===== config.mk =====
export PLATFORM = sky130hd
export DESIGN_NAME = swervolf_rd_arb
export DESIGN_NICKNAME = d
export VERILOG_FILES = /design/src/rtl/swervolf_rd_arb.sv
export SDC_FILE = /design/constraint.sdc
export NUM_CORES = 1
export LEC_CHECK = 0
export CAP_MARGIN = 20
export CELL_PAD_IN_SITES_DETAIL_PLACEMENT = 1
export CELL_PAD_IN_SITES_GLOBAL_PLACEMENT = 1
export CORE_MARGIN = 2
export CORE_UTILIZATION = 20
export DETAILED_ROUTE_END_ITERATION = 7
export HOLD_SLACK_MARGIN = 0.02
export PLACE_DENSITY_LB_ADDON = 0.1
export SKIP_CTS_REPAIR_TIMING = 1
export SYNTH_ARGS = -nofsm -noshare
export SYNTH_HDL_FRONTEND = slang
export SYNTH_SLANG_ARGS = --single-unit

===== constraint.sdc =====
create_clock -name clk -period 2.7 [get_ports clk]
set_input_delay 0.405 -clock clk [delete_from_list [all_inputs] [get_ports clk]]
set_output_delay 0.405 -clock clk [all_outputs]
set_load 0.1 [all_outputs]

===== src/rtl/swervolf_rd_arb.sv =====
// swervolf_rd_arb
// Two-master AXI4 read-channel arbiter in front of the single LiteDRAM read
// port. AR requests from the SweRV core path (master 0) and a second
// requester (master 1) are granted round-robin. Each granted request is
// tagged with its master index in the slave-side ID MSB. R beats are routed
// back by that MSB. Each master has a cap on reads that have been accepted
// but not yet completed.
//
// Handshake semantics on every channel: a transfer happens on a rising clk
// edge where valid and ready are both high. A source that raises valid keeps
// valid and payload stable until that transfer. Ready may depend
// combinationally on valid, but valid never depends on ready from the same
// interface.

module swervolf_rd_arb #(
  parameter int ID_WIDTH        = 6,
  parameter int ADDR_WIDTH      = 32,
  parameter int DATA_WIDTH      = 64,
  parameter int MAX_OUTSTANDING = 4
) (
  input  logic                                          clk,
  input  logic                                          rstn,
  // Master-side AR: master n payload at slice n
  input  logic [2*(ID_WIDTH+ADDR_WIDTH+13)-1:0]         i_m_ar,
  input  logic [1:0]                                    i_m_arvalid,
  output logic [1:0]                                    o_m_arready,
  // Master-side R: payload broadcast, valid steered by ID MSB
  output logic [ID_WIDTH+DATA_WIDTH+2:0]                o_m_r,
  output logic [1:0]                                    o_m_rvalid,
  input  logic [1:0]                                    i_m_rready,
  // Slave-side AR
  output logic [ID_WIDTH+ADDR_WIDTH+13:0]               o_s_ar,
  output logic                                          o_s_arvalid,
  input  logic                                          i_s_arready,
  // Slave-side R
  input  logic [ID_WIDTH+DATA_WIDTH+3:0]                i_s_r,
  input  logic                                          i_s_rvalid,
  output logic                                          o_s_rready,
  // Sticky protocol error: R last for a master with nothing outstanding
  output logic                                          o_err
);

  localparam int ARW = ID_WIDTH + ADDR_WIDTH + 13;   // master AR payload width
  localparam int RMW = ID_WIDTH + DATA_WIDTH + 3;    // master R payload width
  localparam int RSW = RMW + 1;                      // slave R payload width
  localparam int CW  = $clog2(MAX_OUTSTANDING + 1);  // outstanding counter width

  localparam logic [CW-1:0] MAX_CNT = CW'(MAX_OUTSTANDING);
  localparam logic [CW-1:0] CNT_ONE = CW'(1);

  // Outstanding read count per master
  logic [CW-1:0]  cnt [2];

  // AR side
  logic [1:0]     elig;         // master has a request and room for one more read
  logic           ar_free;      // holding register can take a new request this cycle
  logic           grant_any;    // some master is granted this cycle
  logic           sel;          // index of the granted master
  logic           prio;         // master favoured when both are eligible
  logic [ARW-1:0] sel_payload;  // AR payload of the granted master
  logic [1:0]     ar_hs;        // per-master AR handshake

  // Holding register behind o_s_ar / o_s_arvalid
  logic           s_arvalid_q;
  logic [ARW:0]   s_ar_q;

  // R side
  logic           r_mst;        // master addressed by the current beat
  logic           r_last;       // current beat closes its burst
  logic           r_hs;         // beat handshake on the slave side
  logic [1:0]     r_done;       // per-master burst completion this cycle

  logic           err_q;

  // Eligibility: pending request and counter below the cap
  always_comb begin
    elig = 2'b00;
    for (int n = 0; n < 2; n++) begin
      elig[n] = i_m_arvalid[n] & (cnt[n] < MAX_CNT);
    end
  end

  // Round-robin selection and master AR ready
  always_comb begin
    ar_free   = !s_arvalid_q | i_s_arready;
    // Gated by rstn so no handshake (and no count) happens while in reset
    grant_any = rstn & ar_free & (|elig);
    // Both eligible: the pointer decides; otherwise the only eligible master
    sel       = (&elig) ? prio : elig[1];
    o_m_arready = {grant_any & sel, grant_any & !sel};
    ar_hs       = o_m_arready & i_m_arvalid;
    sel_payload = sel ? i_m_ar[2*ARW-1:ARW] : i_m_ar[ARW-1:0];
  end

  // Holding register: load on grant, drain when the slave takes it, else hold
  always_ff @(posedge clk) begin
    if (!rstn) begin
      s_arvalid_q <= 1'b0;
      s_ar_q      <= '0;
      prio        <= 1'b0;
    end else if (ar_free) begin
      if (grant_any) begin
        s_arvalid_q <= 1'b1;
        s_ar_q      <= {sel, sel_payload};
        // Favour the other master next time both compete
        prio        <= ~sel;
      end else begin
        s_arvalid_q <= 1'b0;
      end
    end
  end

  assign o_s_arvalid = s_arvalid_q;
  assign o_s_ar      = s_ar_q;

  // R routing: steer valid by ID MSB, take ready from the addressed master
  always_comb begin
    r_mst      = i_s_r[RSW-1];
    r_last     = i_s_r[0];
    o_m_r      = i_s_r[RMW-1:0];
    o_m_rvalid = r_mst ? {i_s_rvalid, 1'b0} : {1'b0, i_s_rvalid};
    o_s_rready = i_m_rready[r_mst];
    r_hs       = i_s_rvalid & o_s_rready;
    r_done     = {r_hs & r_last & r_mst, r_hs & r_last & !r_mst};
  end

  // Outstanding counters and sticky underflow error
  always_ff @(posedge clk) begin
    if (!rstn) begin
      cnt[0] <= '0;
      cnt[1] <= '0;
      err_q  <= 1'b0;
    end else begin
      for (int n = 0; n < 2; n++) begin
        if (ar_hs[n] && !r_done[n]) begin
          cnt[n] <= cnt[n] + CNT_ONE;
        end else if (r_done[n] && !ar_hs[n]) begin
          if (cnt[n] == '0) begin
            // Completion with nothing outstanding: saturate and flag
            err_q <= 1'b1;
          end else begin
            cnt[n] <= cnt[n] - CNT_ONE;
          end
        end
      end
    end
  end

  assign o_err = err_q;

endmodule


; Yosys cells after proc, flatten, opt, wreduce, memory -nomap -nowiden
; Memory sizes are Yosys's and may differ from the RTL's.
; Cells that the tools add are included.
; Widths: inputs -> output; s select.
[totals]
romBits = 0
input_bits = 184
mem_bits_rw = 6
mem_count = 1
register_bits = 55
out_inout_bits = 132
wordCells = 78
latchBits = 0
[classes]
reduce_logical = 16
bitwise_logic = 17
div = 0
eq_ne = 0
muxes = 33
mul = 0
add_sub_neg = 4
order_cmp = 3
n_shift = 0
[mem_list]
columns = memory, depth, width, rd, rd_clocked_by_memory_dff, write_ports, line_no
row1 = cnt, 2, 3, 2, 0, 2, 52  ; logic [CW-1:0] cnt [2];
[ops]
columns = operator, n
row1 = $mux 51, 1
row2 = $mux 1, 27
row3 = $mux 3, 4
row4 = $and 1x1->1, 10
row5 = $logic_not 1->1, 7
row6 = $add 3x1->3 const B, 2
row7 = $logic_not 3->1, 2
row8 = $lt 3x3->1 const B, 2
row9 = $sub 3x1->3 const B, 2
row10 = $or 1x1->1, 5
row11 = $logic_and 1x1->1, 4
row12 = $reduce_and 2->1, 2
row13 = $and 2x2->2, 1
row14 = $lt 1x2->1 const B, 1
row15 = $mux 2, 1
row16 = $reduce_or 2->1, 1
row17 = $not 1->1, 1

; Logic depth before layout (Yosys ltp)
[logic_depth]
word_depth = 14
depth_mapped = 9
mapped_depth_nobuf = 8

; Worst setup path after synthesis
; No wires, ideal clock.
[synth_timing]
path_kind = register to register
startpoint = register s_arvalid_q (netlist: o_s_arvalid)
endpoint = register err_q (netlist: o_err)
setup_slack_ns = -0.273
t_arrival_ns = 2.852
path_stages_with_launch = 6
path_buffers = 0
synth_period_minus_slack_ns = 2.973
cell_sequence = dfxtp_1 > nand2b_1 > o211ai_1 > nor2_1 > nor3b_1 > o31a_1
[synth_between]
elab_chain_len = 13
elab_cells_between_ends = 18
classes_between = mux (5) / bitwise (6) / reduce/logical (7)
[synth_lines]
columns = element, line_no
row1 = start: declaration, 64  ; logic s_arvalid_q;
row2 = start signal: assignment, 98  ; s_arvalid_q <= 1'b0;
row3 = start signal: assignment, 103  ; s_arvalid_q <= 1'b1;
row4 = start signal: assignment, 108  ; s_arvalid_q <= 1'b0;
row5 = $logic_not 1->1 *, 85  ; ar_free = !s_arvalid_q | i_s_arready;
row6 = $or 1x1->1 *, 85
row7 = $and 1x1->1 * (2 in series), 87  ; grant_any = rstn & ar_free & (|elig);
row8 = $and 1x1->1 *, 90  ; o_m_arready = {grant_any & sel, grant_any & !sel};
row9 = net o_m_arready[0], 26  ; output logic [1:0] o_m_arready,
row10 = $and 2x2->2 *, 91  ; ar_hs = o_m_arready & i_m_arvalid;
row11 = $logic_not 1->1, 137  ; end else if (r_done[n] && !ar_hs[n]) begin
row12 = $logic_and 1x1->1, 137
row13 = $mux 1, 137
row14 = $mux 1 *, 135  ; if (ar_hs[n] && !r_done[n]) begin
row15 = $mux 1, 138  ; if (cnt[n] == '0) begin
row16 = $mux 1, 137
row17 = $mux 1 *, 135
row18 = end signal: assignment, 132  ; err_q <= 1'b0;
row19 = end signal: assignment, 140  ; err_q <= 1'b1;
row20 = end: declaration, 73  ; logic err_q;
; The timed path passes the listed nets; every way through them passes the cells marked *.
; A chain may end at the register's enable or synchronous reset.

; Worst setup path in the final report
[layout_timing]
startpoint = input port i_m_arvalid[1]
endpoint = output port o_m_arready[0]
[layout_between]
elab_chain_len = 5
elab_cells_between_ends = 7
classes_between = mux (1) / bitwise (3) / reduce/logical (3)
[layout_lines]
columns = element, line_no
row1 = start: declaration, 25  ; input logic [1:0] i_m_arvalid,
row2 = $and 1x1->1 *, 79  ; elig[n] = i_m_arvalid[n] & (cnt[n] < MAX_CNT);
row3 = $reduce_and 2->1, 89  ; sel = (&elig) ? prio : elig[1];
row4 = $mux 1, 89
row5 = $logic_not 1->1, 90
row6 = $and 1x1->1 *, 90
row7 = end: declaration, 26
; Every way passes the cells marked *; elsewhere a longest branch is shown, timed or not.

==> insert_results.sql <==
INSERT INTO impl_metrics (metric_group, metric, value, unit) VALUES
('cts', 'cts_inserted_buffers', '9', ''),
('detailed_routing', 'avg_vias_per_cell', '4.40', ''),
('synthesis', 'mappedNetlistArea', '3390', 'µm²'),
('sta', 'achievable-frequency', '409', 'MHz'),
('floorplan', 'floorplan.core_area', '16600', 'µm²'),
('power', 'vdd.ir_drop.worst', '0.270', 'mV'),
('worst_setup_path', 'cp-start-kind', 'input port', ''),
('detailed_routing', 'postRouteWirelength', '12100', 'µm'),
('cts', 'root_buffer', 'clkbuf_16', ''),
('worst_setup_path', 'worst_setup_path_endpoint', 'o_m_arready[0]', ''),
('synthesis', 'synth-main-ff-cell', 'dfxtp_1', ''),
('sta', 'setup_total_negative_slack', '0', 'ns'),
('worst_setup_path', 'path_buf_inv', '3', ''),
('worst_setup_path', 'r2r_depth', '8', ''),
('synthesis', 'synthesis.instances', '430', ''),
('sta', 'worst_case_headroom_to_the_max_slew_limit', '63.9', '%'),
('detailed_routing', 'drc', '0', ''),
('global_routing', 'largest_net_degree_at_the_start_of_global_routing', '55', ''),
('layout', 'final-instance-count-excl-fill', '751', ''),
('synthesis', 'synth.ff_latch_count', '61', ''),
('floorplan', 'ios', '316', ''),
('layout', 'finalCoreUtilization', '30.2', '%'),
('worst_setup_path', 'reg2reg_capture_point', 'cnt[0][2]', ''),
('detailed_routing', 'ant_nets', '0', ''),
('floorplan', 'floorplan.die_area', '18000', 'µm²'),
('worst_setup_path', 'crit_path_max_incr_delay', '0.44', 'ns'),
('cts', 'cts_htree_levels', '3', ''),
('layout', 'area.growth.synth_to_final', '47.7', '%'),
('worst_setup_path', 'cp_data_arrival_time', '2.04', 'ns'),
('global_routing', 'grt_use_total', '13.6', '%'),
('sta', 'hold_viol', '0', ''),
('layout', 'fill_cell_total_of_the_finished_layout', '2016', ''),
('sta', 'worst_slew_pin_slew', '0.541', 'ns'),
('synthesis', 'synth_top_area_cell', 'dfxtp_1', ''),
('cts', 'cts-root-to-sink-buffers', '2', ''),
('layout', 'drive_above_1_share', '18.5', '%'),
('floorplan', 'std_cell_rows', '47', ''),
('layout', 'post-route-cell-area', '5010', 'µm²'),
('synthesis', 'synth.top_cells.by_area', 'dfxtp_1, buf_4, a311oi_1', ''),
('sta', 'fin_skew', '0.00787', 'ns'),
('detailed_routing', 'route.detailed.wl_per_inst', '16.2', 'µm'),
('worst_setup_path', 'crit_path_end_kind', 'output pin', ''),
('global_routing', 'number_of_global_route_vias_before_repair', '3486', ''),
('synthesis', 'post_synth_most_frequent_cells', 'nand2_1, buf_4, nor2_1', ''),
('worst_setup_path', 'critPathLaunch', 'i_m_arvalid[1]', ''),
('worst_setup_path', 'critPathMaxFanout', '27', ''),
('sta', 'final.min_clock_period', '2.45', 'ns'),
('cts', 'worst_skew_late_latency', '0.33', 'ns'),
('worst_setup_path', 'path_class', 'input port to output pin', ''),
('synthesis', 'number_of_flops_mapped_to_enable_cells_by_yosys', '6', ''),
('placed_design', 'placement.cell_area', '4730', 'µm²'),
('synthesis', 'syn_avg_cell_area', '7.89', 'µm²'),
('run_status', 'outcome', 'completed', ''),
('global_routing', 'globalRouteOverflowTotal', '0', ''),
('hold_path', 'hold_wc_startpoint', 'o_s_ar[43]', ''),
('synthesis', 'synth_seq_area_share', '37.8', '%'),
('placed_design', 'sum_of_net_half_perimeters_after_detailed_placement', '8920', 'µm'),
('worst_setup_path', 'path_cells', 'clkdlybuf4s50_1 -> nor2b_2 -> o21a_2 -> buf_4 -> nor2_2 -> buf_12', ''),
('sta', 'report.final.slew_viol_count', '0', ''),
('worst_setup_path', 'worst-endpoint-required', '2.30', 'ns'),
('global_routing', 'initial_antenna_violation_count', '0', ''),
('worst_setup_path', 'worstReg2RegStart', 'cnt[1][2]', ''),
('layout', 'final_nets', '714', ''),
('sta', 'finalSetupViolations', '0', ''),
('synthesis', 'yosysWarnings', '0', ''),
('cts', 'cts.clk_slew.worst_paths', '0.05', 'ns'),
('synthesis', 'ys_async_sr_fraction', '0', '%'),
('placed_design', 'gp_congestion', '0.758', ''),
('detailed_routing', 'initialDrtViolationCount', '114', ''),
('synthesis', 'synth.most_common_cell', 'nand2_1', ''),
('sta', 'rsz0062_at_grt', 'false', '');
power by group:
part           switching [mW]  internal [mW]
Combinational           0.950          0.396
Sequential             0.0554           1.01
Clock                   0.424          0.703
Total                    1.43           2.11
registers in the layout, summed over array words and instances (netlist names):
name,flops
o_err,1
o_s_arvalid,1
cnt,6
prio,1
o_s_ar,52
placed cells by master, fill, tap and decap left out, drive strengths merged, types with 2 or more instances in the layout:
cell type	count
o211ai	3
nand3	2
nand2	104
a311oi	51
clkinv	4
clkdlybuf4s50	111
nor2	60
clkbuf	10
edfxtp	6
buf	76
o21ai	5
inv	8
nor2b	3
a21oi	4
o211a	3
nand2b	3
ha	3
or3	2
nor3	2
dfxtp	55
through the flow:
step	setup slack (ns)	power [mW]
CTS	0.211	3.62
floorplan	0.261	2.52
global placement	0.206	2.44
detailed placement	0.170	2.45
finish	0.255	3.54
global route	0.153	3.74
how the worst min path moves through the flow:
stage	end	cells after the start	slack, ns
floorplan	prio	2	0.55
global placement	o_err	1	0.47
detailed placement	o_err	1	0.49
CTS	o_err	1	0.50
global route	o_s_ar[6]	2	0.52
finish	o_s_ar[43]	2	0.49
tightest hold or removal path, cell delays in order, from the launching register on:
cell	delay [ns]
dfxtp_1	0.30
nor2_1	0.09
a311oi_1	0.05
metal layers:
metal  track usage, %  share of wire (%)  vias up
met1             15.0                 41     1542
met3             4.27                7.9       32
met4             7.54                3.4        0
met5                0                  0        -
met2             23.1                 48      135
li1                 -                  -     1594
area by class of cell:
cell class,instances,area (µm²),area share [%]
Timing Repair Buffer,187,1710,34.1
Sequential cell,61,1280,25.6
Inverter,8,30.0,0.600
Tap cell,220,275,5.50
Clock inverter,6,53.8,1.07
Multi-Input combinational cell,259,1430,28.6
Clock buffer,10,229,4.57
logic make-up after synthesis:
| logic type | after synthesis | synth area share, % |
|---|---|---|
| compound gates | 72 | 17.7 |
| xor+xnor | 1 | 0.258 |
| fa+ha+maj | 4 | 1.70 |
| buf+inv | 110 | 20.6 |
| flops | 61 | 37.8 |
| mux | 1 | 0.332 |
| simple gates | 181 | 21.6 |
(Power assumes the default switching activity.)
